`src/rtl/lrm_ctrl_if.sv`:
```
// lrm_ctrl_if: groups every handshake and data signal between lrm_ctrl and
// its environment. The environment is the sample producer, the lrm core and
// the result consumer.
//
//   in_*      sample input stream: valid/ready with {x, y, pred}
//   clr       one-cycle pulse that requests a fresh model
//   l_*       lrm core side: reset, ready/valid issue, done/result capture
//   r_*       result stream: valid/ready with {yp, a, b, ab_valid}
//   train_cnt training samples issued to the current model (saturating)
//   err       sticky protocol error (DONE with nothing outstanding)
//
// Modports:
//   slave  - view used by lrm_ctrl
//   master - view used by whatever drives/consumes lrm_ctrl (bench, top level)
interface lrm_ctrl_if;
  // sample input stream
  logic       in_valid;
  logic       in_ready;
  logic [7:0] in_x;
  logic [7:0] in_y;
  logic       in_pred;
  logic       clr;

  // lrm core side
  logic       l_reset;
  logic       l_ready;
  logic       l_valid;
  logic [7:0] l_xi;
  logic [7:0] l_yi;
  logic       l_predict;
  logic       l_done;
  logic [7:0] l_yp;
  logic [7:0] l_a;
  logic [7:0] l_b;

  // result stream and status
  logic       r_valid;
  logic       r_ready;
  logic [7:0] r_yp;
  logic [7:0] r_a;
  logic [7:0] r_b;
  logic       r_ab_valid;
  logic [7:0] train_cnt;
  logic       err;

  modport slave (
    input  in_valid, in_x, in_y, in_pred, clr,
    input  l_ready, l_done, l_yp, l_a, l_b,
    input  r_ready,
    output in_ready,
    output l_reset, l_valid, l_xi, l_yi, l_predict,
    output r_valid, r_yp, r_a, r_b, r_ab_valid,
    output train_cnt, err
  );

  modport master (
    output in_valid, in_x, in_y, in_pred, clr,
    output l_ready, l_done, l_yp, l_a, l_b,
    output r_ready,
    input  in_ready,
    input  l_reset, l_valid, l_xi, l_yi, l_predict,
    input  r_valid, r_yp, r_a, r_b, r_ab_valid,
    input  train_cnt, err
  );
endinterface

```
`src/rtl/lrm_ctrl.sv`:
```
// lrm_ctrl: sample sequencer and result scheduler placed in front of a single
// lrm (linear regression) core.
//
// - Buffers incoming {x, y, pred} samples in a show-ahead FIFO and issues the
//   head to the core only when the core reports READY.
// - The core cannot be back-pressured on its result side. For that reason a
//   predict request is issued only while (in-flight predicts + queued
//   results) < RDEPTH. Every DONE therefore has a free result slot.
// - A CLR pulse drains outstanding predictions and then holds the core in
//   reset for one cycle. Buffered samples are kept and later train the new
//   model.
//
// Ports:
//   clk   - clock; all logic is on the rising edge
//   reset - synchronous active-high reset
//   bus   - lrm_ctrl_if.slave (sample input, lrm core side, result output,
//           train_cnt, err)
//
// Parameters:
//   IDEPTH    - input sample FIFO depth (power of 2, >= 2)
//   RDEPTH    - result FIFO depth (power of 2, >= 2)
//   TRAIN_MIN - training samples needed before A/B are meaningful
module lrm_ctrl #(
  parameter int IDEPTH    = 8,
  parameter int RDEPTH    = 4,
  parameter int TRAIN_MIN = 2
) (
  input  logic       clk,
  input  logic       reset,
  lrm_ctrl_if.slave  bus
);

  localparam int IAW = $clog2(IDEPTH);
  localparam int RAW = $clog2(RDEPTH);

  typedef enum logic [1:0] {
    RUN   = 2'd0,
    DRAIN = 2'd1,
    CLRS  = 2'd2
  } state_t;

  state_t state_reg;
  state_t state_next;

  // ------------------------------------------------------------------
  // Input sample FIFO: 17-bit entries {x, y, pred}, show-ahead head.
  // The pointers carry one extra wrap bit so that full and empty can be
  // told apart.
  // ------------------------------------------------------------------
  logic [16:0]  imem [IDEPTH];
  logic [IAW:0] iwr_ptr_reg;
  logic [IAW:0] ird_ptr_reg;
  logic         iempty;
  logic         ifull;
  logic         ipush;
  logic         ipop;
  logic [16:0]  ihead;
  logic [7:0]   head_x;
  logic [7:0]   head_y;
  logic         head_pred;

  assign iempty = (iwr_ptr_reg == ird_ptr_reg);
  assign ifull  = (iwr_ptr_reg[IAW] != ird_ptr_reg[IAW]) &&
                  (iwr_ptr_reg[IAW-1:0] == ird_ptr_reg[IAW-1:0]);

  // A full FIFO refuses a push even when a pop happens on the same edge.
  // This keeps in_ready independent of the issue path.
  assign ipush = bus.in_valid & ~ifull;

  assign ihead     = imem[ird_ptr_reg[IAW-1:0]];
  assign head_x    = ihead[16:9];
  assign head_y    = ihead[8:1];
  assign head_pred = ihead[0];

  always_ff @(posedge clk) begin
    if (ipush) begin
      imem[iwr_ptr_reg[IAW-1:0]] <= {bus.in_x, bus.in_y, bus.in_pred};
    end
  end

  always_ff @(posedge clk) begin
    if (reset) begin
      iwr_ptr_reg <= '0;
      ird_ptr_reg <= '0;
    end else begin
      if (ipush) begin
        iwr_ptr_reg <= iwr_ptr_reg + 1'b1;
      end
      if (ipop) begin
        ird_ptr_reg <= ird_ptr_reg + 1'b1;
      end
    end
  end

  // ------------------------------------------------------------------
  // Result FIFO: 25-bit entries {yp, a, b, ab_valid}.
  // ------------------------------------------------------------------
  logic [24:0]  rmem [RDEPTH];
  logic [RAW:0] rwr_ptr_reg;
  logic [RAW:0] rrd_ptr_reg;
  logic [RAW:0] rcount;
  logic         rempty;
  logic         rfull;
  logic         rpush;
  logic         rpop;
  logic [24:0]  rhead;
  logic         ab_valid_now;

  assign rcount = rwr_ptr_reg - rrd_ptr_reg;
  assign rempty = (rwr_ptr_reg == rrd_ptr_reg);
  assign rfull  = (rwr_ptr_reg[RAW] != rrd_ptr_reg[RAW]) &&
                  (rwr_ptr_reg[RAW-1:0] == rrd_ptr_reg[RAW-1:0]);
  assign rpop   = ~rempty & bus.r_ready;
  assign rhead  = rmem[rrd_ptr_reg[RAW-1:0]];

  // ------------------------------------------------------------------
  // Outstanding predictions, training count, error flag
  // ------------------------------------------------------------------
  logic [RAW:0]   outstanding_reg;
  logic [RAW:0]   outstanding_next;
  logic [7:0]     train_cnt_reg;
  logic [7:0]     train_cnt_next;
  logic           err_reg;
  logic           capture;
  logic           done_orphan;
  logic           credit;
  logic           issue;
  logic           issue_train;
  logic           issue_pred;
  logic [RAW+1:0] committed;

  // Credit counts both the predictions still inside the core and the
  // results that are waiting to be popped. Both are pre-edge values, so a
  // slot freed by a pop on this edge is used only from the next cycle.
  assign committed = {1'b0, outstanding_reg} + {1'b0, rcount};
  assign credit    = committed < (RAW+2)'(RDEPTH);

  assign capture     = bus.l_done & (outstanding_reg != '0);
  assign done_orphan = bus.l_done & (outstanding_reg == '0);

  // The credit rule already keeps capture from ever meeting a full FIFO.
  // The extra full check only protects stored results against a
  // misbehaving core.
  assign rpush        = capture & ~rfull;
  assign ab_valid_now = (train_cnt_reg >= 8'(TRAIN_MIN));

  always_ff @(posedge clk) begin
    if (rpush) begin
      rmem[rwr_ptr_reg[RAW-1:0]] <= {bus.l_yp, bus.l_a, bus.l_b, ab_valid_now};
    end
  end

  always_ff @(posedge clk) begin
    if (reset) begin
      rwr_ptr_reg <= '0;
      rrd_ptr_reg <= '0;
    end else begin
      if (rpush) begin
        rwr_ptr_reg <= rwr_ptr_reg + 1'b1;
      end
      if (rpop) begin
        rrd_ptr_reg <= rrd_ptr_reg + 1'b1;
      end
    end
  end

  // ------------------------------------------------------------------
  // Issue: only in RUN. A predict without credit stalls the head, and
  // samples behind it wait in order.
  // ------------------------------------------------------------------
  assign issue = (state_reg == RUN) & bus.l_ready & ~iempty &
                 (~head_pred | credit);
  assign issue_train = issue & ~head_pred;
  assign issue_pred  = issue & head_pred;
  assign ipop        = issue;

  always_comb begin
    outstanding_next = outstanding_reg;
    case ({issue_pred, capture})
      2'b10:   outstanding_next = outstanding_reg + 1'b1;
      2'b01:   outstanding_next = outstanding_reg - 1'b1;
      default: outstanding_next = outstanding_reg;
    endcase
  end

  always_comb begin
    train_cnt_next = train_cnt_reg;
    if (state_reg == CLRS) begin
      train_cnt_next = '0;
    end else if (issue_train && (train_cnt_reg != 8'hFF)) begin
      train_cnt_next = train_cnt_reg + 8'd1;
    end
  end

  always_ff @(posedge clk) begin
    if (reset) begin
      outstanding_reg <= '0;
      train_cnt_reg   <= '0;
      err_reg         <= 1'b0;
    end else begin
      outstanding_reg <= outstanding_next;
      train_cnt_reg   <= train_cnt_next;
      if (done_orphan) begin
        err_reg <= 1'b1;
      end
    end
  end

  // ------------------------------------------------------------------
  // Clear sequencing FSM
  // ------------------------------------------------------------------
  always_ff @(posedge clk) begin
    if (reset) begin
      state_reg <= RUN;
    end else begin
      state_reg <= state_next;
    end
  end

  always_comb begin
    state_next = state_reg;
    case (state_reg)
      RUN: begin
        // An issue on this same edge still happens. DRAIN then waits for
        // its result.
        if (bus.clr) begin
          state_next = DRAIN;
        end
      end
      DRAIN: begin
        if (outstanding_reg == '0) begin
          state_next = CLRS;
        end
      end
      CLRS: begin
        state_next = RUN;
      end
      default: begin
        state_next = RUN;
      end
    endcase
  end

  // ------------------------------------------------------------------
  // Outputs
  // ------------------------------------------------------------------
  assign bus.in_ready  = ~ifull;

  assign bus.l_reset   = reset | (state_reg == CLRS);
  assign bus.l_valid   = issue;
  assign bus.l_xi      = iempty ? 8'd0 : head_x;
  assign bus.l_yi      = iempty ? 8'd0 : head_y;
  assign bus.l_predict = iempty ? 1'b0 : head_pred;

  assign bus.r_valid    = ~rempty;
  assign bus.r_yp       = rhead[24:17];
  assign bus.r_a        = rhead[16:9];
  assign bus.r_b        = rhead[8:1];
  assign bus.r_ab_valid = rhead[0];

  assign bus.train_cnt = train_cnt_reg;
  assign bus.err       = err_reg;

endmodule
```
`src/flat_wrapper.sv`:
```
// flat-port wrapper written by rule: the top's interface ports become plain ports
module lrm_ctrl_flat 
#(
  parameter int IDEPTH    = 8,
  parameter int RDEPTH    = 4,
  parameter int TRAIN_MIN = 2
)
  (clk, reset, bus_in_valid, bus_in_x, bus_in_y, bus_in_pred, bus_clr, bus_l_ready, bus_l_done, bus_l_yp, bus_l_a, bus_l_b, bus_r_ready, bus_in_ready, bus_l_reset, bus_l_valid, bus_l_xi, bus_l_yi, bus_l_predict, bus_r_valid, bus_r_yp, bus_r_a, bus_r_b, bus_r_ab_valid, bus_train_cnt, bus_err);
  lrm_ctrl_if bus_i ();
  input  logic clk;
  input  logic reset;
  input wire logic [$bits(bus_i.in_valid)-1:0] bus_in_valid;
  input wire logic [$bits(bus_i.in_x)-1:0] bus_in_x;
  input wire logic [$bits(bus_i.in_y)-1:0] bus_in_y;
  input wire logic [$bits(bus_i.in_pred)-1:0] bus_in_pred;
  input wire logic [$bits(bus_i.clr)-1:0] bus_clr;
  input wire logic [$bits(bus_i.l_ready)-1:0] bus_l_ready;
  input wire logic [$bits(bus_i.l_done)-1:0] bus_l_done;
  input wire logic [$bits(bus_i.l_yp)-1:0] bus_l_yp;
  input wire logic [$bits(bus_i.l_a)-1:0] bus_l_a;
  input wire logic [$bits(bus_i.l_b)-1:0] bus_l_b;
  input wire logic [$bits(bus_i.r_ready)-1:0] bus_r_ready;
  output wire logic [$bits(bus_i.in_ready)-1:0] bus_in_ready;
  output wire logic [$bits(bus_i.l_reset)-1:0] bus_l_reset;
  output wire logic [$bits(bus_i.l_valid)-1:0] bus_l_valid;
  output wire logic [$bits(bus_i.l_xi)-1:0] bus_l_xi;
  output wire logic [$bits(bus_i.l_yi)-1:0] bus_l_yi;
  output wire logic [$bits(bus_i.l_predict)-1:0] bus_l_predict;
  output wire logic [$bits(bus_i.r_valid)-1:0] bus_r_valid;
  output wire logic [$bits(bus_i.r_yp)-1:0] bus_r_yp;
  output wire logic [$bits(bus_i.r_a)-1:0] bus_r_a;
  output wire logic [$bits(bus_i.r_b)-1:0] bus_r_b;
  output wire logic [$bits(bus_i.r_ab_valid)-1:0] bus_r_ab_valid;
  output wire logic [$bits(bus_i.train_cnt)-1:0] bus_train_cnt;
  output wire logic [$bits(bus_i.err)-1:0] bus_err;
  assign bus_i.in_valid = bus_in_valid;
  assign bus_i.in_x = bus_in_x;
  assign bus_i.in_y = bus_in_y;
  assign bus_i.in_pred = bus_in_pred;
  assign bus_i.clr = bus_clr;
  assign bus_i.l_ready = bus_l_ready;
  assign bus_i.l_done = bus_l_done;
  assign bus_i.l_yp = bus_l_yp;
  assign bus_i.l_a = bus_l_a;
  assign bus_i.l_b = bus_l_b;
  assign bus_i.r_ready = bus_r_ready;
  assign bus_in_ready = bus_i.in_ready;
  assign bus_l_reset = bus_i.l_reset;
  assign bus_l_valid = bus_i.l_valid;
  assign bus_l_xi = bus_i.l_xi;
  assign bus_l_yi = bus_i.l_yi;
  assign bus_l_predict = bus_i.l_predict;
  assign bus_r_valid = bus_i.r_valid;
  assign bus_r_yp = bus_i.r_yp;
  assign bus_r_a = bus_i.r_a;
  assign bus_r_b = bus_i.r_b;
  assign bus_r_ab_valid = bus_i.r_ab_valid;
  assign bus_train_cnt = bus_i.train_cnt;
  assign bus_err = bus_i.err;
  lrm_ctrl #(.IDEPTH(IDEPTH), .RDEPTH(RDEPTH), .TRAIN_MIN(TRAIN_MIN)) u_core (.clk(clk), .reset(reset), .bus(bus_i));
endmodule
```
`config.mk`:
```
export PLATFORM = sky130hd
export DESIGN_NAME = lrm_ctrl_flat
export DESIGN_NICKNAME = d
export VERILOG_FILES = /design/src/rtl/lrm_ctrl_if.sv /design/src/rtl/lrm_ctrl.sv /design/src/flat_wrapper.sv
export SDC_FILE = /design/constraint.sdc
export NUM_CORES = 1
export LEC_CHECK = 0
export ABC_AREA = 1
export CAP_MARGIN = 40
export CELL_PAD_IN_SITES_DETAIL_PLACEMENT = 1
export CELL_PAD_IN_SITES_GLOBAL_PLACEMENT = 1
export CORE_AREA = 2 2 165 167
export CTS_CLUSTER_SIZE = 20
export DETAILED_ROUTE_END_ITERATION = 7
export DIE_AREA = 0 0 167 169
export HOLD_SLACK_MARGIN = 0.02
export PLACE_DENSITY_LB_ADDON = 0.1
export SYNTH_ARGS = -nofsm -noshare
export SYNTH_HDL_FRONTEND = slang
export SYNTH_SLANG_ARGS = --single-unit
```
`constraint.sdc`:
```
create_clock -name clk -period 3.2 [get_ports clk]
set_input_delay 0.96 -clock clk [delete_from_list [all_inputs] [get_ports clk]]
set_output_delay 0.96 -clock clk [all_outputs]
set_load 0.05 [all_outputs]
```
==> out/qor.yml, run 1 <==
drtAntennaViolNets: 0
switching_share_pct: 39.28
die_w_um: 167
antenna_found_initial: 1
worstMarginPinSlew_ps: 523.9
fmax_mhz: 295.4
start_util_pct: 41.12
finClkSkew_ps: 13.53
grt_use_total_pct: 17.95
ys_ff_latch: 269
design_area_um2: 13720
drt_wl_total_um: 26260
finalNonFillerCells: 1386
finalHoldViolCount: 0
pin_count: 103
rsz0062_at_grt: "true"
clk_path_buf_depth: 3
peakVddDrop_mv: 0.6249
cts_max_level: 1
crit_arrival_ps: 2430
syn-cell-area_um2: 10900
cts_tree: "built"
p_comb_share_pct: 42.0
die-height_um: 169
insertion_delay_ps: 540
largest_reg_flops: 136
hpwl_um: 15230
clkPwrFrac_pct: 25.2
power_per_cell_area_nw_per_um2: 938.8
layout_common_cells: "236 x edfxtp_1, 173 x nor2_1, 125 x o21ai_0"
cell_internal_pwr_mw: 7.822
final_layout_size_suffix_gt1_share_pct: 18.37
cap_viol_max_count: 0
synthCells: 894
place_area_um2: 12590
final_core_util_pct: 51.78
gp_congestion: 0.7660
clk_pin_slew_ps: 60
cp-end-kind: "output pin"
numCtsBuffers: 29
violations: "negative setup slack"
fillCellCount: 2736
grt_pass1_wl_um: 40190
hold_buffers: 0
die_area_um2: 28220
drt-initial-drc-count: 404
fin_ws_ps: -185.5
yosysWarnings: 0
wl_per_cell_um: 18.95
vias_per_cell: 5.249
worstPathRequired_ps: 2240
start_kind: "flip-flop"
min_path_type: "reg -> reg"
grt_overflow_total: 0
first_pass_iters: 4
seqPwrFrac_pct: 32.8
critPathMaxFanout: 2
seq_area_frac_synth_pct: 71.09
antenna_cells: 0
cts_root_buf: "clkbuf_16"
slew_viol_final: 0
whs_ps: 476.6
setup_viol: 1
leakagePower_nw: 4.823
drc: 0
fin_tns_setup_ps: -185.5
synth_nets: 958
grt_pass1_vias: 7309
fin_crit_ps: 3386
synth_cell_types: 37
post-route-period-util_pct: 105.8
layout_commonest_cell: "edfxtp_1"
cts.sinks: 269
grt_max_degree: 51
postSynthAreaPerCell_um2: 12.19
port_buffers: 102
switchingPower_mw: 5.060
critPathKind: "reg -> out"
layout.nets: 1086
maxSlewHeadroom_pct: 65.07
rows: 60
dpl.cell_count: 1327
area_growth_pct: 25.90
outcome: "finished, violations left"
design.core.area_um2: 26500
vias: 7275
## worst max-delay path: stages (launching register included)
cell,delay (ps)
dfxtp_2,320
inv_2,70
ha_4,120
inv_2,30
fa_2,330
xor2_1,170
ha_1,290
nor3_2,130
o21ai_2,90
nand3_4,80
nand2_4,60
inv_4,70
buf_12,130
## layer usage
layer / up-vias / share of wire [%] / track usage (%)
met2: 116 / 48 / 30.15
met5: - / 0.061 / 0
met4: 2 / 1.5 / 4.123
met3: 34 / 3.8 / 2.619
li1: 3454 / - / -
met1: 3669 / 47 / 24.86
## final cells by class
class | instances | area (um^2) | area share [%]
Clock inverter | 17 | 146.4 | 1.067
Sequential cell | 269 | 7760 | 56.56
Clock buffer | 37 | 795.8 | 5.800
Timing Repair Buffer | 139 | 1506 | 10.98
Multi-Input combinational cell | 530 | 2879 | 20.98
Tap cell | 341 | 426.7 | 3.110
Inverter | 53 | 206.4 | 1.505
## power groups by stage
| stage | clock [mW] | combinational [mW] | sequential, mW |
|---|---|---|---|
| global route | 3.45 | 5.80 | 4.26 |
| finish | 3.24 | 5.41 | 4.23 |
| detailed placement | 0 | 5.24 | 4.29 |
| global placement | 0 | 5.18 | 4.28 |
| floorplan | 0 | 3.29 | 4.29 |
| CTS | 3.32 | 5.31 | 4.22 |
## cells by family after synthesis
kind of cell / synth area share, %
flops: 71.09
buf+inv: 3.754
simple gates: 11.27
xor+xnor: 0.7923
fa+ha+maj: 1.975
compound gates: 11.11
## stage by stage
step,power (mW),setup WS (ps)
floorplan,7.574,41.12
detailed placement,9.525,-11.06
global route,13.51,-290.2
CTS,12.85,-282.9
finish,12.88,-185.5
global placement,9.459,28.68
## path summary, 6_finish.rpt
path         slack [ps]  depth (start not counted)                   endpoint             startpoint
max                -190                         12                bus_l_valid  u_core.rwr_ptr_reg[0]
min                 480                          1             u_core.bus.err         u_core.bus.err
max reg2reg         150                         19  u_core.outstanding_reg[2]  u_core.rwr_ptr_reg[0]
min reg2reg         480                          1             u_core.bus.err         u_core.bus.err
## repair_timing
| action | 4_1_cts | 5_1_grt |
|---|---|---|
| buffers inserted | 2 | 1 |
| resized for setup | 17 | 27 |
| endpoints found under the setup margin | 20 | 19 |
| gates cloned | 0 | 2 |
| pin swaps | 2 | 5 |
## synth_stat cells
| library cell | instances | area (um^2) |
|---|---|---|
| o22ai_1 | 41 | 256.5 |
| nand2_4 | 1 | 11.26 |
| buf_8 | 1 | 15.01 |
| xnor2_2 | 1 | 16.27 |
| dfxtp_1 | 33 | 660.6 |
| xor2_1 | 7 | 61.31 |
| nand3_1 | 10 | 50.05 |
| nand3_2 | 6 | 60.06 |
| a31oi_1 | 16 | 100.1 |
| nand4_1 | 6 | 37.54 |
| nor3_1 | 6 | 30.03 |
| nor2_1 | 182 | 683.2 |
| nor2_2 | 1 | 6.260 |
| buf_6 | 3 | 33.78 |
| nor3b_1 | 1 | 7.510 |
| ha_1 | 14 | 175.2 |
| nand3_4 | 3 | 52.55 |
| buf_2 | 11 | 55.05 |
| inv_2 | 6 | 22.52 |
| clkbuf_1 | 27 | 101.4 |
| o21ai_2 | 1 | 8.760 |
| clkinv_1 | 1 | 3.750 |
| edfxtp_1 | 236 | 7087 |
| clkbuf_2 | 1 | 5.000 |
| inv_1 | 46 | 172.7 |
| o21a_1 | 2 | 15.01 |
| nor2_4 | 1 | 11.26 |
| o21ai_1 | 16 | 80.08 |
| a21oi_1 | 22 | 110.1 |
| fa_1 | 2 | 40.04 |
| nand2_2 | 7 | 43.79 |
| nor4_1 | 3 | 18.77 |
| nand2_1 | 49 | 183.9 |
| nand4_2 | 1 | 12.51 |
| o21ai_0 | 128 | 640.6 |
| xnor2_1 | 1 | 8.760 |
| nor2_8 | 1 | 20.02 |
(Power assumes the default switching activity.)
==> inputs of run 2 (changes only) <==
- CTS_CLUSTER_SIZE: 20 -> default
==> results of run 2 <==
No change in the layout: final DEF, timing and power equal those of run 1.
